==> src/rtl/switch_arbiter_if.sv <==
// Request / gate-enable bundle shared by the requesters, the arbiter and the
// switch-level gate instances. The arbiter drives the gates (master); the
// requester/gate side uses the slave view.
interface switch_arbiter_if #(
    parameter int N = 4
);
    localparam int OW = (N > 1) ? $clog2(N) : 1;

    logic [N-1:0]  req;
    logic [N-1:0]  sw_en;
    logic [N-1:0]  sw_en_n;
    logic [OW-1:0] owner;
    logic          busy;

    modport master (
        input  req,
        output sw_en,
        output sw_en_n,
        output owner,
        output busy
    );

    modport slave (
        output req,
        input  sw_en,
        input  sw_en_n,
        input  owner,
        input  busy
    );
endinterface

==> src/rtl/switch_arbiter.sv <==
// Break-before-make arbiter for a shared transmission-gate node.
// Grants one requester at a time (round-robin), keeps every gate open for
// DEAD_CYCLES between owners, holds a grant for at least MIN_HOLD cycles and
// optionally forces a release after MAX_HOLD cycles when others are waiting.
// All outputs come straight from flops; nothing combinational reaches the gates.
module switch_arbiter #(
    parameter int N           = 4,
    parameter int DEAD_CYCLES = 2,
    parameter int MIN_HOLD    = 4,
    parameter int MAX_HOLD    = 16
) (
    input  logic              clk,
    input  logic              rst_n,
    switch_arbiter_if.master  bus
);
    localparam int OW       = (N > 1) ? $clog2(N) : 1;
    localparam int HOLD_SAT = (MAX_HOLD > MIN_HOLD) ? MAX_HOLD : MIN_HOLD;
    localparam int HW       = $clog2(HOLD_SAT + 1);
    localparam int DW       = (DEAD_CYCLES > 1) ? $clog2(DEAD_CYCLES) : 1;

    localparam logic [HW-1:0] HOLD_SAT_C = HW'(HOLD_SAT);
    localparam logic [HW-1:0] MIN_M1_C   = HW'(MIN_HOLD - 1);
    localparam logic [HW-1:0] MAX_M1_C   = HW'((MAX_HOLD > 0) ? (MAX_HOLD - 1) : 0);
    localparam logic [DW-1:0] DEAD_M1_C  = DW'(DEAD_CYCLES - 1);
    localparam logic          MAX_EN     = (MAX_HOLD != 0);

    localparam logic [1:0] ST_IDLE = 2'd0;
    localparam logic [1:0] ST_ON   = 2'd1;
    localparam logic [1:0] ST_DEAD = 2'd2;

    // One-hot decode of a requester index.
    function automatic logic [N-1:0] onehot(input logic [OW-1:0] idx);
        logic [N-1:0] one;
        one = {{(N-1){1'b0}}, 1'b1};
        return one << idx;
    endfunction

    // Index following idx, wrapping N-1 -> 0.
    function automatic logic [OW-1:0] next_idx(input logic [OW-1:0] idx);
        return OW'((int'(idx) + 1) % N);
    endfunction

    // First set request at or above the pointer, wrapping around.
    function automatic logic [OW-1:0] rr_pick(input logic [N-1:0] r, input logic [OW-1:0] p);
        logic [OW-1:0] win;
        logic          found;
        int            idx;
        win   = p;
        found = 1'b0;
        for (int i = 0; i < N; i++) begin
            idx = (int'(p) + i) % N;
            if (!found && r[idx]) begin
                win   = OW'(idx);
                found = 1'b1;
            end else begin
                found = found;
            end
        end
        return win;
    endfunction

    logic [1:0]    state_r,    state_s;
    logic [OW-1:0] owner_r,    owner_s;
    logic [OW-1:0] ptr_r,      ptr_s;
    logic [N-1:0]  sw_en_r,    sw_en_s;
    logic [N-1:0]  sw_en_n_r;
    logic          busy_r,     busy_s;
    logic [HW-1:0] hold_cnt_r, hold_s;
    logic [DW-1:0] dead_cnt_r, dead_s;

    logic          any_req_s;
    logic          own_req_s;
    logic          others_s;
    logic          release_s;
    logic [OW-1:0] win_s;

    assign any_req_s = |bus.req;
    assign own_req_s = |(bus.req & onehot(owner_r));
    assign others_s  = |(bus.req & ~onehot(owner_r));
    assign win_s     = rr_pick(bus.req, ptr_r);
    // Owner may leave once it has been on for MIN_HOLD cycles, or is evicted
    // on the MAX_HOLD-th cycle if someone else is waiting.
    assign release_s = (!own_req_s && (hold_cnt_r >= MIN_M1_C)) ||
                       (MAX_EN && (hold_cnt_r == MAX_M1_C) && others_s);

    // Next-state and next-output computation for the grant FSM.
    always_comb begin
        state_s = state_r;
        owner_s = owner_r;
        ptr_s   = ptr_r;
        sw_en_s = sw_en_r;
        hold_s  = hold_cnt_r;
        dead_s  = dead_cnt_r;
        case (state_r)
            ST_IDLE: begin
                if (any_req_s) begin
                    owner_s = win_s;
                    sw_en_s = onehot(win_s);
                    hold_s  = '0;
                    state_s = ST_ON;
                end else begin
                    state_s = ST_IDLE;
                end
            end
            ST_ON: begin
                if (hold_cnt_r < HOLD_SAT_C) begin
                    hold_s = hold_cnt_r + 1'b1;
                end else begin
                    hold_s = hold_cnt_r;
                end
                if (release_s) begin
                    sw_en_s = '0;
                    ptr_s   = next_idx(owner_r);
                    dead_s  = '0;
                    state_s = ST_DEAD;
                end else begin
                    state_s = ST_ON;
                end
            end
            ST_DEAD: begin
                if (dead_cnt_r == DEAD_M1_C) begin
                    if (any_req_s) begin
                        owner_s = win_s;
                        sw_en_s = onehot(win_s);
                        hold_s  = '0;
                        state_s = ST_ON;
                    end else begin
                        state_s = ST_IDLE;
                    end
                end else begin
                    dead_s = dead_cnt_r + 1'b1;
                end
            end
            default: begin
                sw_en_s = '0;
                hold_s  = '0;
                dead_s  = '0;
                state_s = ST_IDLE;
            end
        endcase
        busy_s = (state_s == ST_ON) || (state_s == ST_DEAD);
    end

    // State, counters and registered gate enables; reset opens every gate at once.
    always_ff @(posedge clk or negedge rst_n) begin
        if (!rst_n) begin
            state_r    <= ST_IDLE;
            owner_r    <= '0;
            ptr_r      <= '0;
            sw_en_r    <= '0;
            sw_en_n_r  <= '1;
            busy_r     <= 1'b0;
            hold_cnt_r <= '0;
            dead_cnt_r <= '0;
        end else begin
            state_r    <= state_s;
            owner_r    <= owner_s;
            ptr_r      <= ptr_s;
            sw_en_r    <= sw_en_s;
            sw_en_n_r  <= ~sw_en_s;
            busy_r     <= busy_s;
            hold_cnt_r <= hold_s;
            dead_cnt_r <= dead_s;
        end
    end

    assign bus.sw_en   = sw_en_r;
    assign bus.sw_en_n = sw_en_n_r;
    assign bus.owner   = owner_r;
    assign bus.busy    = busy_r;
endmodule

==> src/flat_wrapper.sv <==
// flat-port wrapper written by rule: the top's interface ports become plain ports
module switch_arbiter_flat 
#(
    parameter int N           = 4,
    parameter int DEAD_CYCLES = 2,
    parameter int MIN_HOLD    = 4,
    parameter int MAX_HOLD    = 16
)
  (clk, rst_n, bus_req, bus_sw_en, bus_sw_en_n, bus_owner, bus_busy);
  switch_arbiter_if #(.N(N)) bus_i ();
  input  logic clk;
  input  logic rst_n;
  input wire logic [$bits(bus_i.req)-1:0] bus_req;
  output wire logic [$bits(bus_i.sw_en)-1:0] bus_sw_en;
  output wire logic [$bits(bus_i.sw_en_n)-1:0] bus_sw_en_n;
  output wire logic [$bits(bus_i.owner)-1:0] bus_owner;
  output wire logic [$bits(bus_i.busy)-1:0] bus_busy;
  assign bus_i.req = bus_req;
  assign bus_sw_en = bus_i.sw_en;
  assign bus_sw_en_n = bus_i.sw_en_n;
  assign bus_owner = bus_i.owner;
  assign bus_busy = bus_i.busy;
  switch_arbiter #(.N(N), .DEAD_CYCLES(DEAD_CYCLES), .MIN_HOLD(MIN_HOLD), .MAX_HOLD(MAX_HOLD)) u_core (.clk(clk), .rst_n(rst_n), .bus(bus_i));
endmodule
==> config.mk <==
export PLATFORM = sky130hd
export DESIGN_NAME = switch_arbiter_flat
export DESIGN_NICKNAME = d
export VERILOG_FILES = /design/src/rtl/switch_arbiter_if.sv /design/src/rtl/switch_arbiter.sv /design/src/flat_wrapper.sv
export SDC_FILE = /design/constraint.sdc
export NUM_CORES = 1
export LEC_CHECK = 0
export CAP_MARGIN = 20
export CELL_PAD_IN_SITES_DETAIL_PLACEMENT = 0
export CELL_PAD_IN_SITES_GLOBAL_PLACEMENT = 1
export CORE_ASPECT_RATIO = 0.7
export CORE_UTILIZATION = 37
export CTS_CLUSTER_DIAMETER = 100
export DETAILED_ROUTE_END_ITERATION = 8
export DONT_BUFFER_PORTS = 1
export PLACE_DENSITY = 0.7
export SYNTH_ARGS = -nofsm -noshare
export SYNTH_HDL_FRONTEND = slang
export SYNTH_SLANG_ARGS = --single-unit
==> constraint.sdc <==
create_clock -name clk -period 2.75 [get_ports clk]
set_input_delay 0.55 -clock clk [delete_from_list [all_inputs] [get_ports clk]]
set_output_delay 0.55 -clock clk [all_outputs]
set_load 0.01 [all_outputs]
### Word level (Yosys, flattened, before mapping)

Index checks and enable logic that the tools add are counted.

* equal/unequal tests: 8
* reductions and logical operators: 23
* add/subtract/negate cells: 6
* shift-type cells: 2
* multiplexer cells: 35
* $mul: 0
* divide/modulo/power cells: 0
* magnitude comparators: 6
* bitwise operators: 8

Operators by type and width (count)
* $mux 5: 3
* $pmux 5 s3: 1
* $mux 2: 7
* $mux 1: 13
* $lt 3x4->1 const B: 3
* $mux 4: 3
* $pmux 4 s3: 1
* $reduce_or 4->1: 3
* $and 4x4->4: 2
* $bmux 1 s2: 4
* $not 4->4: 2
* $reduce_and 2->1: 4
* $shl 1x2->4 const A: 2
* $ne 2x1->1 const B: 3
* $pmux 2 s3: 1
* $reduce_or 2->1: 3
* $add 5x1->5 const B: 1
* $eq 5x4->1 const B: 1
* $ge 5x2->1 const B: 1
* $logic_and 1x1->1: 5
* $lt 5x5->1 const B: 1
* $add 2x1->2 const B: 2
* $add 2x2->2 const B: 2
* $eq 2x1->1 const B: 2
* 11 further kinds: 18

* output and inout bits: 11
* memories kept: 0
* bits in read-only memories: 0
* latch bits: 0
* input port bits: 6
* register bits: 21
* word-level logic and storage cells: 96
* bits in writable memories: 0

### Logic depth before layout (Yosys ltp)

Gate-level depths: netlist of run 1.

* word-level depth: 19
* gate-level depth with buffers: 6
* gate-level depth less buffers: 6

### Least setup slack after synthesis of run 1

No wires, ideal clock.

* kind: reg2reg
* start: register u_core.owner_r[0], in the netlist u_core.bus.owner[0]
* end: register u_core.ptr_r[1]
* stages on the path, launching flop included: 7
* period minus slack after synthesis: 1.909 ns
* setup time: 0.125 ns
* buffers on the path: 0
* data required time: 2.625 ns
* data arrival time: 1.784 ns
* slack: 0.841 ns
* path through: dfrtp_1 -> inv_1 -> ha_1 -> a22o_1 -> a211o_1 -> a21oi_2 -> mux2_4

* longest elaborated chain between the ends: 7
* elaborated cells between the ends (all ways): 12
* classes of those cells: add/sub (1); shift (1); bitwise (3); reduce/logical (7)

RTL lines
* from (decl): line switch_arbiter.sv:63 `logic [OW-1:0] owner_r, owner_s;`
* from (signal assigned): line switch_arbiter.sv:157 `owner_r <= owner_s;`
* $shl 1x2->4: line switch_arbiter.sv:35 `return one << idx;`
* $and 4x4->4 or $not 4->4 (tied branches): line switch_arbiter.sv:78, switch_arbiter.sv:79
* $reduce_or 4->1 or $and 4x4->4 (tied branches): line switch_arbiter.sv:78, switch_arbiter.sv:79
* $logic_not 1->1 or $reduce_or 4->1 (tied branches): line switch_arbiter.sv:83, switch_arbiter.sv:79
* $logic_and 1x1->1 (on tied branches): line switch_arbiter.sv:83, switch_arbiter.sv:84
* $logic_or 1x1->1: line switch_arbiter.sv:83 `assign release_s = (!own_req_s && (hold_cnt_r >= MIN_M1_C)) ||`
* $reduce_and 2->1 (no source line)
* to (signal assigned): line switch_arbiter.sv:158 `ptr_r <= ptr_s;`
* to (decl): line switch_arbiter.sv:64 `logic [OW-1:0] ptr_r, ptr_s;`

Several ways; a longest one is shown, not always the timed one.
A chain may end at the register's enable or synchronous reset.

### Final worst setup path of run 1

Ends and elaborated chain as after synthesis.

==> results of run 1 <==
==> cells in the mapped netlist (2+ instances only) <==
cell type	n	area share, %
dfrtp_1	17	36
nor3_1	3	1.3
a21o_1	2	1.3
a22o_1	5	3.7
a31oi_1	3	1.6
a2bb2oi_1	2	1.5
nor2b_1	8	4.3
ha_1	6	6.4
a22oi_1	2	1.3
nor4_1	2	1.1
o21ai_0	8	3.4
o2bb2ai_1	2	1.5
inv_1	6	1.9
nand2b_1	2	1.1
nand2_1	6	1.9
a21oi_1	5	2.1
dfstp_2	4	9.0
nor2_1	3	0.96
mux2i_1	2	1.7
==> final timing paths <==
check                                          from                    end  slack, ps  depth (start not counted)
min in group clk                u_core.bus.sw_en[3]  u_core.bus.sw_en_n[3]        510                          1
max in group asynchronous                     rst_n        u_core.ptr_r[0]       1430                          1
worst max register to register  u_core.bus.owner[0]        u_core.ptr_r[1]        660                          6
worst max-delay path            u_core.bus.owner[0]        u_core.ptr_r[1]        660                          6
worst min-delay path                          rst_n  u_core.bus.sw_en_n[2]        130                          0
worst min register to register  u_core.bus.sw_en[3]  u_core.bus.sw_en_n[3]        510                          1
==> cell families after synthesis <==
group                      share of synthesized area, %
AOI/OAI and AO/OA                                  26.5
and+or+nand+nor                                    15.0
DFF                                                45.3
buffers and inverters                              2.88
adders and majority gates                          6.41
muxes                                              3.95
==> flip-flops by register name (all words and copies together) (netlist names) <==
name                flops
u_core.bus.busy         1
u_core.dead_cnt_r       1
u_core.ptr_r            2
u_core.bus.owner        2
u_core.bus.sw_en        4
u_core.bus.sw_en_n      4
u_core.state_r          2
u_core.hold_cnt_r       5
==> critical path, stage by stage (launching register included) <==
cell     delay, ps
dfrtp_1        460
inv_1          110
ha_1           230
a22o_1         230
a211o_1        340
a21oi_2        280
mux2_4         320
==> power by group through the flow <==
stage	Clock [mW]	Combinational, mW	Sequential (mW)
2_1_floorplan	0	0.500	0.561
3_3_place_gp	0	0.608	0.591
3_5_place_dp	0	0.612	0.591
4_1_cts	0.207	0.623	0.589
5_1_grt	0.223	0.689	0.608
6_report	0.199	0.623	0.590
==> timing repair <==
| action | in CTS | in global routing |
|---|---|---|
| endpoints found under the setup margin | 0 | 0 |
| hold buffers | 1 | 0 |
| hold endpoints to repair | 17 | 0 |
==> area by class of cell <==
cell class | count | area [µm²]
tap | 36 | 45.0
sequential | 21 | 531
clock inverter | 1 | 5.00
multi-input combinational | 80 | 607
inverter | 6 | 22.5
fill | 271 | 1640
clock buffer | 3 | 41.3
timing repair buffer | 1 | 10.0
==> metrics by stage <==
step / setup WS (ps) / instances / power, mW / instance area, µm² / hold slack, ps
floorplan: 841 / 108 / 1.06 / 1170 / 254
global placement: 746 / 143 / 1.20 / 1200 / 255
detailed placement: 683 / 143 / 1.20 / 1200 / 255
CTS: 654 / 148 / 1.42 / 1260 / 119
global route: 591 / 148 / 1.52 / 1260 / 104
finish: 662 / 148 / 1.41 / 1260 / 127
==> per-layer routing <==
| metal | up-vias | track usage [%] | share of wire, % |
|---|---|---|---|
| met3 | 2 | 5.17 | 4.1 |
| met5 | - | 0 | 0 |
| met1 | 416 | 23.9 | 54 |
| li1 | 413 | - | - |
| met2 | 11 | 22.3 | 42 |
| met4 | 0 | 4.08 | 0.53 |
==> results.yml, run 1 <==
run_status:
  status: "completed"
floorplanning:
  dieArea_um2: 3400
  design.core.area_um2: 2900
  boundaryPins: 17
  initial_core_util_pct: 40.3
  die_width_um: 69.2
  rows: 16
  die_height_um: 49.1
clocking:
  clock-sinks: 21
  cts_resized: 0
  clkLatencyLatePin_ps: 260
  clk_pin_slew_worst_paths_ps: 70
  cts_root_buf: "clkbuf_8"
  post_cts_buffers: 0
  tritoncts: "built"
  cts_made_buffers: 3
  cts_buffer_depth: 2
  htree_num_levels: 1
drt:
  drt_wl_total_mm: 2.46
  wire_per_inst_um: 16.6
  vias: 842
  antenna_left: 0
  post-route-drc-count: 0
  drt_iter0_markers: 36
  viasPerCell: 5.69
  drt_pass1_iterations: 4
pwr:
  combinationalPowerShare_pct: 44.1
  internal_power_mw: 0.824
  p_sw_mw: 0.588
  p_leak_nw: 0.545
  p_sw_share_pct: 41.6
  ir_drop_mv: 0.437
  p_seq_share_pct: 41.8
  p_clk_share_pct: 14.1
  p_per_area_nw_per_um2: 1120
finish:
  nets: 125
  layout_commonest_cell: "dfrtp_1"
  syn2layout_area_growth_pct: 7.69
  mostFrequentLayoutCells: "dfrtp_1 (17), nor2b_1 (8), o21ai_0 (8)"
  insertedDiodeCount: 0
  drive_above_1_share_pct: 14.3
  final_util_pct: 43.4
min_path:
  min_path_type: "input port to async pin"
synth:
  synth.distinct_cells: 39
  synth-edff-count: 0
  syn_inst: 108
  ys_async_sr_fraction_pct: 100
  synth_area_um2: 1170
  syn_area_per_cell_um2: 10.8
  ys_seq_area_share_pct: 45.3
  ys_ff_latch: 21
  yosys_most_used_dff: "dfrtp_1"
  ys_warn_count: 0
  synth_nets: 120
timing:
  clock_skew_ps: 0.789
  slew-limit-headroom_pct: 46.2
  slew_viol_final: 0
  timing_hold_violations_final: 0
  rsz0062_at_grt: "false"
  tightestPinTransition_ps: 804
  tns_ps: 0
  max_freq_mhz: 479
  setup_viol: 0
  fin_crit_ps: 2090
  fin_crit_sh_pct: 75.9
worst_setup_path:
  crit_path_max_fanout: 5
  cp-end-kind: "flip-flop"
  required_ps: 2900
  crit_path_start_kind: "flip-flop"
  worstSetupPathType: "flip-flop to flip-flop"
  arrival_ps: 2240
grt:
  grt_max_degree: 18
  overflow: 0
  grt_pass1_vias: 833
  track_usage_pct: 16.1
  grt_pass1_wl_mm: 4.14
  grt_antenna_before_repair: 0
placement:
  place_congestion: 0.794
  port_buffers: 0
  dpl.hpwl_mm: 1.81
job:
  max-cap-violations: 0
Power figures use the tool's default switching activity.
==> run 2, diff against run 1 <==
PLACE_DENSITY = 0.72   (was 0.7)
clock period = 1.9 ns   (was 2.75 ns; I/O delays follow)
==> run 2 against run 1 <==
Against the previous run: die area stayed put; critical path depth unchanged; clock skew up 1.1 ps; wire length rose by 9.0%; flip-flop and latch count unchanged; clock power increased by 45%; critical path type unchanged; largest power group unchanged; highest routed layer unchanged.
==> results.yml, run 2 (same netlist as run 1, synthesis figures left out) <==
clocking:
  tritoncts: "built"
  cts_root_buf: "clkbuf_8"
  clk_pin_slew_worst_paths_ps: 80
  clock-sinks: 21
  cts_buffer_depth: 2
  clkLatencyLatePin_ps: 260
  cts_made_buffers: 3
  htree_num_levels: 1
floorplanning:
  design.core.area_um2: 2900
  boundaryPins: 17
  initial_core_util_pct: 40.3
  rows: 16
  die_height_um: 49.1
  die_width_um: 69.2
  dieArea_um2: 3400
finish:
  layout_commonest_cell: "dfrtp_1"
  largest_reg_flops: 5
  final_util_pct: 47.4
  insertedDiodeCount: 0
  syn2layout_area_growth_pct: 17.4
  stdcell_area_um2: 1380
  drive_above_1_share_pct: 27.0
  mostFrequentLayoutCells: "dfrtp_1 (16), nor2b_1 (8), o21ai_0 (8)"
  fin_cells: 158
  nets: 135
  max_flop_register: "u_core.hold_cnt_r"
worst_setup_path:
  crit_family: "compound AO/OA/AOI/OAI gates"
  worstSetupPathType: "flip-flop to flip-flop"
  crit_path_max_fanout: 8
  slowest_delay_ps: 450
  cp_common_cell: "a22o_1"
  arrival_ps: 2040
  required_ps: 2050
  r2r_cells: 6
  cp-end-kind: "flip-flop"
  crit_chain: "buf_6 > ha_4 > a22o_1 > a211o_1 > a31o_4 > a22o_1"
  cpMaxStageDelayCell: "dfrtp_2"
  crit_buf_inv: 1
  crit_path_start_kind: "flip-flop"
  crit_cells: 6
drt:
  viasPerCell: 5.75
  maxUsedRoutingLayer: "met4"
  antenna_left: 0
  drt_pass1_iterations: 4
  drt_wl_total_mm: 2.68
  wl_met2_mm: 1.16
  post-route-drc-count: 0
  wire_per_inst_um: 16.9
  drt_iter0_markers: 51
  wl_met3_um: 117
  met1_length_mm: 1.36
  vias: 908
timing:
  fin_crit_sh_pct: 99.5
  slew-limit-headroom_pct: 61.8
  holdWs_ps: 397
  timing_hold_violations_final: 0
  slew_viol_final: 0
  max_freq_mhz: 529
  tightestPinTransition_ps: 569
  clock_skew_ps: 1.93
  setup_viol: 0
  setup_ws_ps: 9.37
  rsz0062_at_grt: "true"
  fin_crit_ps: 1890
pwr:
  p_leak_nw: 0.593
  ir_drop_mv: 0.791
  p_per_area_nw_per_um2: 1660
placement:
  port_buffers: 0
  dpl.cell_count: 147
  placed_area_um2: 1230
  place_ws_ps: -37.8
  dpl.hpwl_mm: 1.94
  place_congestion: 0.894
grt:
  overflow: 0
  grt_antenna_before_repair: 0
  track_usage_pct: 16.4
  grt_pass1_vias: 896
  grt_pass1_wl_mm: 4.30
  grt_max_degree: 22
run_status:
  status: "completed"
min_path:
  min_path_type: "input port to async pin"
job:
  max-cap-violations: 0
## run 2: changes by cell type in the layout (fill, tap and decap cells not counted)
cell,change
inv_2,+2
inv_1,-2
buf_4,+7
buf_6,+2
dfrtp_1,-1
a22oi_2,+1
ha_1,-3
ha_4,+1
buf_8,+1
a22oi_1,-1
dfrtp_2,+1
ha_2,+2
## run 2: final cells by class
class	instances	area, µm²
fill	266	1530
multi-input combinational	80	629
sequential	21	532
timing repair buffer	11	100
tap	36	45.0
clock buffer	3	41.3
inverter	6	22.5
clock inverter	1	5.00
## run 2: stage by stage
stage,power [mW],setup TNS (ps)
6_report,2.28,0
5_1_grt,2.45,-141
4_1_cts,2.21,0
3_5_place_dp,1.81,-105
3_3_place_gp,1.79,0
2_1_floorplan,1.53,0
## run 2: final timing paths
kind | start | endpoint | slack, ps
setup reg to reg | u_core.bus.owner[1] | u_core.bus.sw_en[2] | 9
setup / recovery | u_core.bus.owner[1] | u_core.bus.sw_en[2] | 9
hold reg to reg | u_core.hold_cnt_r[3] | u_core.hold_cnt_r[3] | 510
min in group clk | bus_req[3] | u_core.bus.busy | 440
hold / removal | rst_n | u_core.bus.busy | 400
max in group asynchronous | rst_n | u_core.bus.sw_en_n[2] | 1040
## run 2: timing repair
| item | 4_1_cts | 5_1_grt |
|---|---|---|
| setup buffers | 5 | 0 |
| cloned | 0 | 0 |
| pin swaps | 2 | 5 |
| resized for setup | 2 | 8 |
| endpoints found under the setup margin | 5 | 6 |
| endpoints found under the hold margin | 21 | 0 |
| hold buffers | 1 | 0 |
## run 2: layer usage
metal / GRT usage (%) / up-vias
met4: 3.06 / 0
met2: 24.3 / 19
met5: 0 / -
met1: 23.7 / 454
li1: - / 431
met3: 4.96 / 4
## run 2: report_power, final
group	leakage (nW)	switching [mW]	internal, mW
clock	0.0255	0.143	0.146
combinational	0.312	0.576	0.561
sequential	0.255	0.213	0.638
==> run 3, diff against run 2 <==
RECOVER_POWER = 50   (was default)
==> run 3 against run 2 <==
Against the previous run: critical endpoint unchanged; maximum frequency barely moved; highest routed layer unchanged; via count fell by 0.77%; setup slack improved by 1.1 ps; utilization fell by 0.52 points; non-clock buffer count did not move.
==> results.yml, run 3 (same netlist as run 1, synthesis figures left out) <==
run_status:
  status: "completed"
finish:
  max_flop_register: "u_core.hold_cnt_r"
  largest_reg_flops: 5
  syn2layout_area_growth_pct: 16.1
  layout_commonest_cell: "dfrtp_1"
  drive_above_1_share_pct: 25.4
  stdcell_area_um2: 1360
  insertedDiodeCount: 0
  nets: 135
  mostFrequentLayoutCells: "dfrtp_1 (16), nor2b_1 (8), o21ai_0 (8)"
  fin_cells: 158
timing:
  tns_ps: 0
  setup_viol: 0
  holdWs_ps: 372
  fin_crit_sh_pct: 99.4
  slew_viol_final: 0
  slew-limit-headroom_pct: 32.7
  max_freq_mhz: 529
  tightestPinTransition_ps: 1010
  rsz0062_at_grt: "true"
  timing_hold_violations_final: 0
  clock_skew_ps: 1.16
  fin_crit_ps: 1890
placement:
  dpl.cell_count: 147
  port_buffers: 0
  placed_area_um2: 1230
  place_congestion: 0.894
  dpl.hpwl_mm: 1.94
floorplanning:
  rows: 16
  die_width_um: 69.2
  die_height_um: 49.1
  boundaryPins: 17
  dieArea_um2: 3400
  design.core.area_um2: 2900
  initial_core_util_pct: 40.3
clocking:
  clock-sinks: 21
  cts_made_buffers: 3
  clkLatencyLatePin_ps: 260
  htree_num_levels: 1
  tritoncts: "built"
  cts_buffer_depth: 2
  clk_pin_slew_worst_paths_ps: 80
  cts_root_buf: "clkbuf_8"
drt:
  wire_per_inst_um: 17.0
  drt_iter0_markers: 26
  drt_pass1_iterations: 5
  antenna_left: 0
  drt_wl_total_mm: 2.68
  post-route-drc-count: 0
  viasPerCell: 5.70
  vias: 901
grt:
  grt_util_met3_pct: 4.96
  grt_antenna_before_repair: 0
  met2_usage_pct: 24.3
  grt_max_degree: 22
  grt-busiest-layer: "met2"
  overflow: 0
  grt_pass1_wl_mm: 4.30
  grt_pass1_vias: 896
  grt_use_met1_pct: 23.7
  track_usage_pct: 16.4
worst_setup_path:
  timing.rr.start: "u_core.bus.owner[1]"
  crit_path_max_fanout: 8
  reg2reg_setup_slack_ps: 10
  required_ps: 2050
  reg2reg_to: "u_core.bus.sw_en[2]"
  arrival_ps: 2040
  worstSetupPathType: "flip-flop to flip-flop"
  cp-end-kind: "flip-flop"
  crit_path_start_kind: "flip-flop"
  r2r_cells: 6
pwr:
  ir_drop_mv: 0.796
  p_leak_nw: 0.585
  p_per_area_nw_per_um2: 1670
min_path:
  min_path_type: "input port to async pin"
job:
  max-cap-violations: 0
run 3: cell count changes in the layout (fill, tap and decap cells not counted):
cell / change
buf_8: -1
clkbuf_1: +1
or4_1: +1
or4_4: -1
run 3: report_power, final:
group | internal (mW) | switching [mW] | leakage [nW] | total, mW
combinational | 0.558 | 0.573 | 0.304 | 1.13
sequential | 0.637 | 0.213 | 0.255 | 0.850
clock | 0.146 | 0.146 | 0.0255 | 0.292
run 3: worst max-delay path by stage:
stage / endpoint / depth (start not counted) / slack (ps) / startpoint
floorplan: u_core.ptr_r[1] / 6 / 3 / u_core.bus.owner[0]
global placement: u_core.bus.sw_en[0] / 6 / 40 / u_core.bus.owner[0]
detailed placement: u_core.ptr_r[1] / 6 / -40 / u_core.bus.owner[0]
CTS: u_core.ptr_r[1] / 6 / 1 / u_core.bus.owner[1]
global route: u_core.ptr_r[0] / 7 / -50 / u_core.bus.owner[1]
finish: u_core.bus.sw_en[2] / 6 / 10 / u_core.bus.owner[1]
run 3: cell type report:
class / instances / area (µm²)
clock buffers: 3 / 41.3
clock inverters: 1 / 5.00
fillers: 269 / 1540
inverters: 6 / 22.5
multi-input cells: 80 / 626
flip-flops and latches: 21 / 532
well taps: 36 / 45.0
repair buffers: 11 / 88.8
run 3: what timing repair did:
action,4_1_cts,5_1_grt
hold buffers,1,0
endpoints found under the setup margin,5,6
resized for setup,2,8
pin swaps,2,5
hold endpoints to repair,21,0
setup buffers,5,0
run 3: metal layers:
layer  vias to the layer above  part of all wire [%]
li1                        433                     -
met1                       444                    52
met2                        20                    42
met3                         4                   4.5
met4                         0                   1.3
met5                         -                     0
run 3: metrics by stage:
stage,setup slack [ps],utilization [%],total power [mW]
4_1_cts,1.40,45.9,2.21
3_3_place_gp,43.1,42.5,1.79
2_1_floorplan,3.03,-,1.53
3_5_place_dp,-37.8,42.5,1.81
6_report,10.5,46.9,2.27
5_1_grt,-47.7,46.9,2.45
run 3: critical path, cell delays in order, from the launching register on:
cell and delay, ps:
dfrtp_2 450, buf_6 140, ha_4 150, a22o_1 200
a211o_1 320, a31o_4 290, a22o_1 230
